$ cat src/rtl/div_restoring_seq.sv
// rtl/div_restoring_seq.sv - parametrised sequential restoring divider, one quotient bit per clock
//
// Purpose:
//   Unsigned WIDTH-bit division using the classic restoring algorithm on an
//   A:Q shift pair. A start in IDLE or DONE loads the operands. WIDTH trial
//   subtractions follow, then a one-cycle done pulse. A zero divisor skips
//   the iteration and completes on the next cycle with div_by_zero set.
//
// Ports:
//   clk          rising-edge clock
//   rst          asynchronous reset, active-low
//   start        request a division (accepted in IDLE or DONE, ignored in RUN)
//   dividend     unsigned dividend, sampled on the accepting edge
//   divisor      unsigned divisor, sampled on the accepting edge
//   busy         high while iterating
//   done         one-cycle pulse when quotient/remainder become valid
//   div_by_zero  set with done for a zero divisor, cleared on the next accepted start
//   quotient     result quotient, held until the next completion
//   remainder    result remainder, held until the next completion

module div_restoring_seq #(
  parameter int WIDTH = 16
) (
  input  logic             clk,
  input  logic             rst,
  input  logic             start,
  input  logic [WIDTH-1:0] dividend,
  input  logic [WIDTH-1:0] divisor,
  output logic             busy,
  output logic             done,
  output logic             div_by_zero,
  output logic [WIDTH-1:0] quotient,
  output logic [WIDTH-1:0] remainder
);

  localparam int CNT_W = $clog2(WIDTH + 1);

  typedef enum logic [1:0] {
    S_IDLE,
    S_RUN,
    S_DONE
  } state_t;

  state_t             state_q, state_d;
  // The partial remainder's top bit is always 0 after a restore or a
  // subtract, so only the low WIDTH bits of A are stored.
  logic [WIDTH-1:0]   a_q, a_d;
  logic [WIDTH-1:0]   q_q, q_d;
  logic [WIDTH-1:0]   m_q, m_d;
  logic [CNT_W-1:0]   cnt_q, cnt_d;
  logic               busy_q, busy_d;
  logic               done_q, done_d;
  logic               dbz_q, dbz_d;
  logic [WIDTH-1:0]   quot_q, quot_d;
  logic [WIDTH-1:0]   rem_q, rem_d;

  logic [WIDTH:0]     shifted;
  logic [WIDTH:0]     trial;

  // Shift the next dividend bit into A, then trial-subtract the divisor.
  assign shifted = {a_q, q_q[WIDTH-1]};
  assign trial   = shifted - {1'b0, m_q};

  always_comb begin
    state_d = state_q;
    a_d     = a_q;
    q_d     = q_q;
    m_d     = m_q;
    cnt_d   = cnt_q;
    busy_d  = 1'b0;
    done_d  = 1'b0;
    dbz_d   = dbz_q;
    quot_d  = quot_q;
    rem_d   = rem_q;

    case (state_q)
      S_IDLE, S_DONE: begin
        state_d = S_IDLE;
        if (start) begin
          q_d   = dividend;
          m_d   = divisor;
          a_d   = '0;
          cnt_d = CNT_W'(WIDTH);
          dbz_d = 1'b0;
          if (divisor != '0) begin
            state_d = S_RUN;
            busy_d  = 1'b1;
          end else begin
            state_d = S_DONE;
            done_d  = 1'b1;
            quot_d  = '1;
            rem_d   = dividend;
            dbz_d   = 1'b1;
          end
        end
      end

      S_RUN: begin
        // A negative trial result restores the shifted value; the inserted
        // quotient bit is the inverse of the trial sign.
        if (trial[WIDTH]) begin
          a_d = shifted[WIDTH-1:0];
        end else begin
          a_d = trial[WIDTH-1:0];
        end
        q_d   = {q_q[WIDTH-2:0], ~trial[WIDTH]};
        cnt_d = cnt_q - CNT_W'(1);
        if (cnt_q == CNT_W'(1)) begin
          state_d = S_DONE;
          done_d  = 1'b1;
          quot_d  = q_d;
          rem_d   = a_d;
        end else begin
          busy_d = 1'b1;
        end
      end

      default: begin
        state_d = S_IDLE;
      end
    endcase
  end

  always_ff @(posedge clk or negedge rst) begin
    if (!rst) begin
      state_q <= S_IDLE;
      a_q     <= '0;
      q_q     <= '0;
      m_q     <= '0;
      cnt_q   <= '0;
      busy_q  <= 1'b0;
      done_q  <= 1'b0;
      dbz_q   <= 1'b0;
      quot_q  <= '0;
      rem_q   <= '0;
    end else begin
      state_q <= state_d;
      a_q     <= a_d;
      q_q     <= q_d;
      m_q     <= m_d;
      cnt_q   <= cnt_d;
      busy_q  <= busy_d;
      done_q  <= done_d;
      dbz_q   <= dbz_d;
      quot_q  <= quot_d;
      rem_q   <= rem_d;
    end
  end

  assign busy        = busy_q;
  assign done        = done_q;
  assign div_by_zero = dbz_q;
  assign quotient    = quot_q;
  assign remainder   = rem_q;

endmodule

$ cat config.mk
export PLATFORM = sky130hd
export DESIGN_NAME = div_restoring_seq
export DESIGN_NICKNAME = d
export VERILOG_FILES = /design/src/rtl/div_restoring_seq.sv
export SDC_FILE = /design/constraint.sdc
export NUM_CORES = 1
export LEC_CHECK = 0
export CAP_MARGIN = 20
export CORE_MARGIN = 5
export CORE_UTILIZATION = 40
export DETAILED_ROUTE_END_ITERATION = 10
export DONT_BUFFER_PORTS = 1
export HOLD_SLACK_MARGIN = 0.02
export PLACE_DENSITY = 0.59
export SYNTH_ARGS = -nofsm -noshare
export SYNTH_HDL_FRONTEND = slang
export SYNTH_SLANG_ARGS = --single-unit
$ cat constraint.sdc
create_clock -name clk -period 3.5 [get_ports clk]
set_clock_uncertainty 0.2 [all_clocks]
set_input_delay 0.525 -clock clk [delete_from_list [all_inputs] [get_ports clk]]
set_output_delay 0.525 -clock clk [all_outputs]
set_load 0.02 [all_outputs]
==> metrics.csv <==
metric,value,unit
status,"complete, no violations",
postCtsSetupRepairBufs,0,
final_common_cell,nand2_1,
synth_edf_count,0,
wire_per_inst,17.0,um
antenna_left,0,
setup_violations,0,
synth.mux.area_fraction,0.00999,
placed_area,4770,um2
yosysWarnings,0,
cts_made_buffers,9,
io_pins,70,
clk_latency,0.36,ns
drt-pass1-iter-count,5,
syn_avg_cell_area,8.83,um2
dieWidth,118,um
hold_start,divisor[9],
routed_via_density,5.46,
p_int,3400,uW
layout_common_cells,"nand2_1 (92), dfrtp_1 (90), nor2_1 (69)",
tns,0,ns
max_freq,312,MHz
cts_tree,done,
cp.required,3.54,ns
portBuffers,0,
cts-root-buf,clkbuf_16,
r2r_start,q_q[15],
worst_setup_path_end_kind,flop,
synth_cell_types,49,
r2r_cells,12,
grt_max_degree,91,
finalCritPeriodShare,0.914,
swShare,0.455,
drt-total-wl,11400,um
dieArea,13800,um2
rrSetupSlack,0.30,ns
synth_compound_area_frac,0.175,
setup_ws,0.300,ns
slew_headroom,0.549,
fin_area,5100,um2
gp_congestion,0.820,
hold-path-endpoint,m_q[9],
synth_flop_cell,dfrtp_1,
hold_viol_final,0,
clock_path_buffers,2,
coreArea,11400,um2
synthSimpleGateAreaFrac,0.196,
die_h,118,um
drive_gt1_frac,0.0705,
tightest_slew,0.674,ns
rsz0062_at_grt,false,
cts-htree-levels,3,
combPwrFrac,0.508,
p_leak,0.00225,uW
clkPwrFrac,0.151,
startpoint_type,flop,
whs_path_depth,2,
worstPathArrival,3.24,ns
yosysSeqAreaShare,0.486,
period_minus_slack,3.20,ns
synthXorXnorAreaFrac,0.0383,
netlist_area,4630,um2
seqPwrFrac,0.341,
dpl.hpwl,8320,um
drc,0,
path_max_fanout,6,
grt_usage,0.174,
postCtsHoldBufs,2,
place_ws,0.315,ns
grt_overflow_total,0,
grt_pass1_wl,19400,um
grt_pass1_vias,3624,
rows,39,
synthesis.nets,579,
diodes,0,
fin_nets,574,
p_per_area,1220,nW/um2
cts_resized,0,
drt_iter0_markers,251,
syn_to_final_growth,10.2,%
synth_top_family_by_area,simple AND/OR/NAND/NOR gates,
r2r_end,remainder[12],
path_clk_slew,0.06,ns
drv_cap,0,
async_reset_ff_frac,1.00,
hold_class,primary input to flop,
cts.sinks,90,
critical_path_class,flop to flop,
power.total,6230,uW
switchingPower,2840,uW
ys_seq_elements,90,
num_vias,3644,
vdd_drop_max,0.424,mV
start_util,0.408,
finalMaxSlewViolations,0,
antenna_found_initial,0,
worst_setup_path_startpoint,q_q[15],
synth_fa_ha_area_frac,0.0529,
synth_cells,525,
critical path: stages, from the launching register on:
cell and delay [ns]:
dfrtp_1 0.38, inv_1 0.09, ha_1 0.17, inv_1 0.05, fa_1 0.40, a21o_1 0.19
a221oi_2 0.25, o21a_2 0.21, o21a_1 0.32, buf_4 0.21, xnor2_4 0.08, and3_4 0.20
o32a_1 0.32
worst max-delay path by stage:
stage | slack, ns | end | depth (start not counted)
4_1_cts | 0.29 | remainder[12] | 12
3_3_place_gp | 0.39 | remainder[12] | 12
2_1_floorplan | 0.55 | remainder[1] | 12
5_1_grt | 0.10 | remainder[3] | 11
3_5_place_dp | 0.31 | remainder[12] | 12
6_report | 0.30 | remainder[12] | 12
kinds of logic after synthesis:
group / count (synthesis)
and+or+nand+nor: 210
AOI/OAI and AO/OA: 138
DFF: 90
buffers and inverters: 48
adders and majority gates: 19
xor gates and xnor gates: 16
muxes: 4
power groups by stage:
stage / Clock [uW] / Combinational (uW) / Sequential, uW
after floorplan: 0 / 2550 / 1990
after global placement: 0 / 3080 / 2140
after detailed placement: 0 / 3150 / 2150
after CTS: 968 / 3180 / 2140
after global routing: 1010 / 3630 / 2190
final: 942 / 3170 / 2130
through the flow:
step                      hold slack, ns  cells  utilization
after floorplan                   0.0294    525            -
after global placement            0.0318    649        0.419
after detailed placement          0.0316    649        0.419
after CTS                         0.0782    667        0.448
after global routing              0.0863    668        0.449
final                             0.0891    668        0.449
layer usage:
layer / up-vias / GRT usage / part of all wire
met4: 0 / 0.0616 / 0.0098
li1: 1793 / - / -
met5: - / 0 / 0
met1: 1737 / 0.244 / 0.47
met2: 105 / 0.254 / 0.44
met3: 9 / 0.0524 / 0.075
synth_stat cells, types with 3 or more instances:
master / n / area [um2]
a21oi_1: 42 / 210
nand3b_1: 3 / 22.5
xnor2_1: 9 / 78.8
a21o_1: 5 / 37.5
o22ai_1: 3 / 18.8
ha_1: 18 / 225
nand3_1: 15 / 75.1
clkbuf_1: 25 / 93.8
o21a_1: 4 / 30.0
nor4_1: 5 / 31.3
a31oi_1: 20 / 125
and2_1: 3 / 18.8
dfrtp_1: 90 / 2250
a22oi_1: 7 / 52.6
and3_1: 3 / 18.8
nor2_1: 69 / 259
o211ai_1: 3 / 22.5
xor2_1: 5 / 43.8
nand2b_1: 5 / 31.3
nand2_1: 92 / 345
inv_1: 20 / 75.1
o21ai_0: 44 / 220
nor2b_1: 3 / 18.8
layout make-up:
cell class / instances / area (um2)
Fill cell: 1134 / 6260
Timing Repair Buffer: 12 / 116
Clock inverter: 5 / 37.5
Clock buffer: 11 / 253
Tap cell: 143 / 179
Sequential cell: 90 / 2250
Inverter: 20 / 75.1
Multi-Input combinational cell: 387 / 2190
flip-flops by register name, summed over array words and instances, names as in the netlist, 2 cells and up:
signal and cells:
q_q 16, remainder 16, a_q 16, state_q 2, cnt_q 5, quotient 16, m_q 16
(Power assumes the default switching activity.)
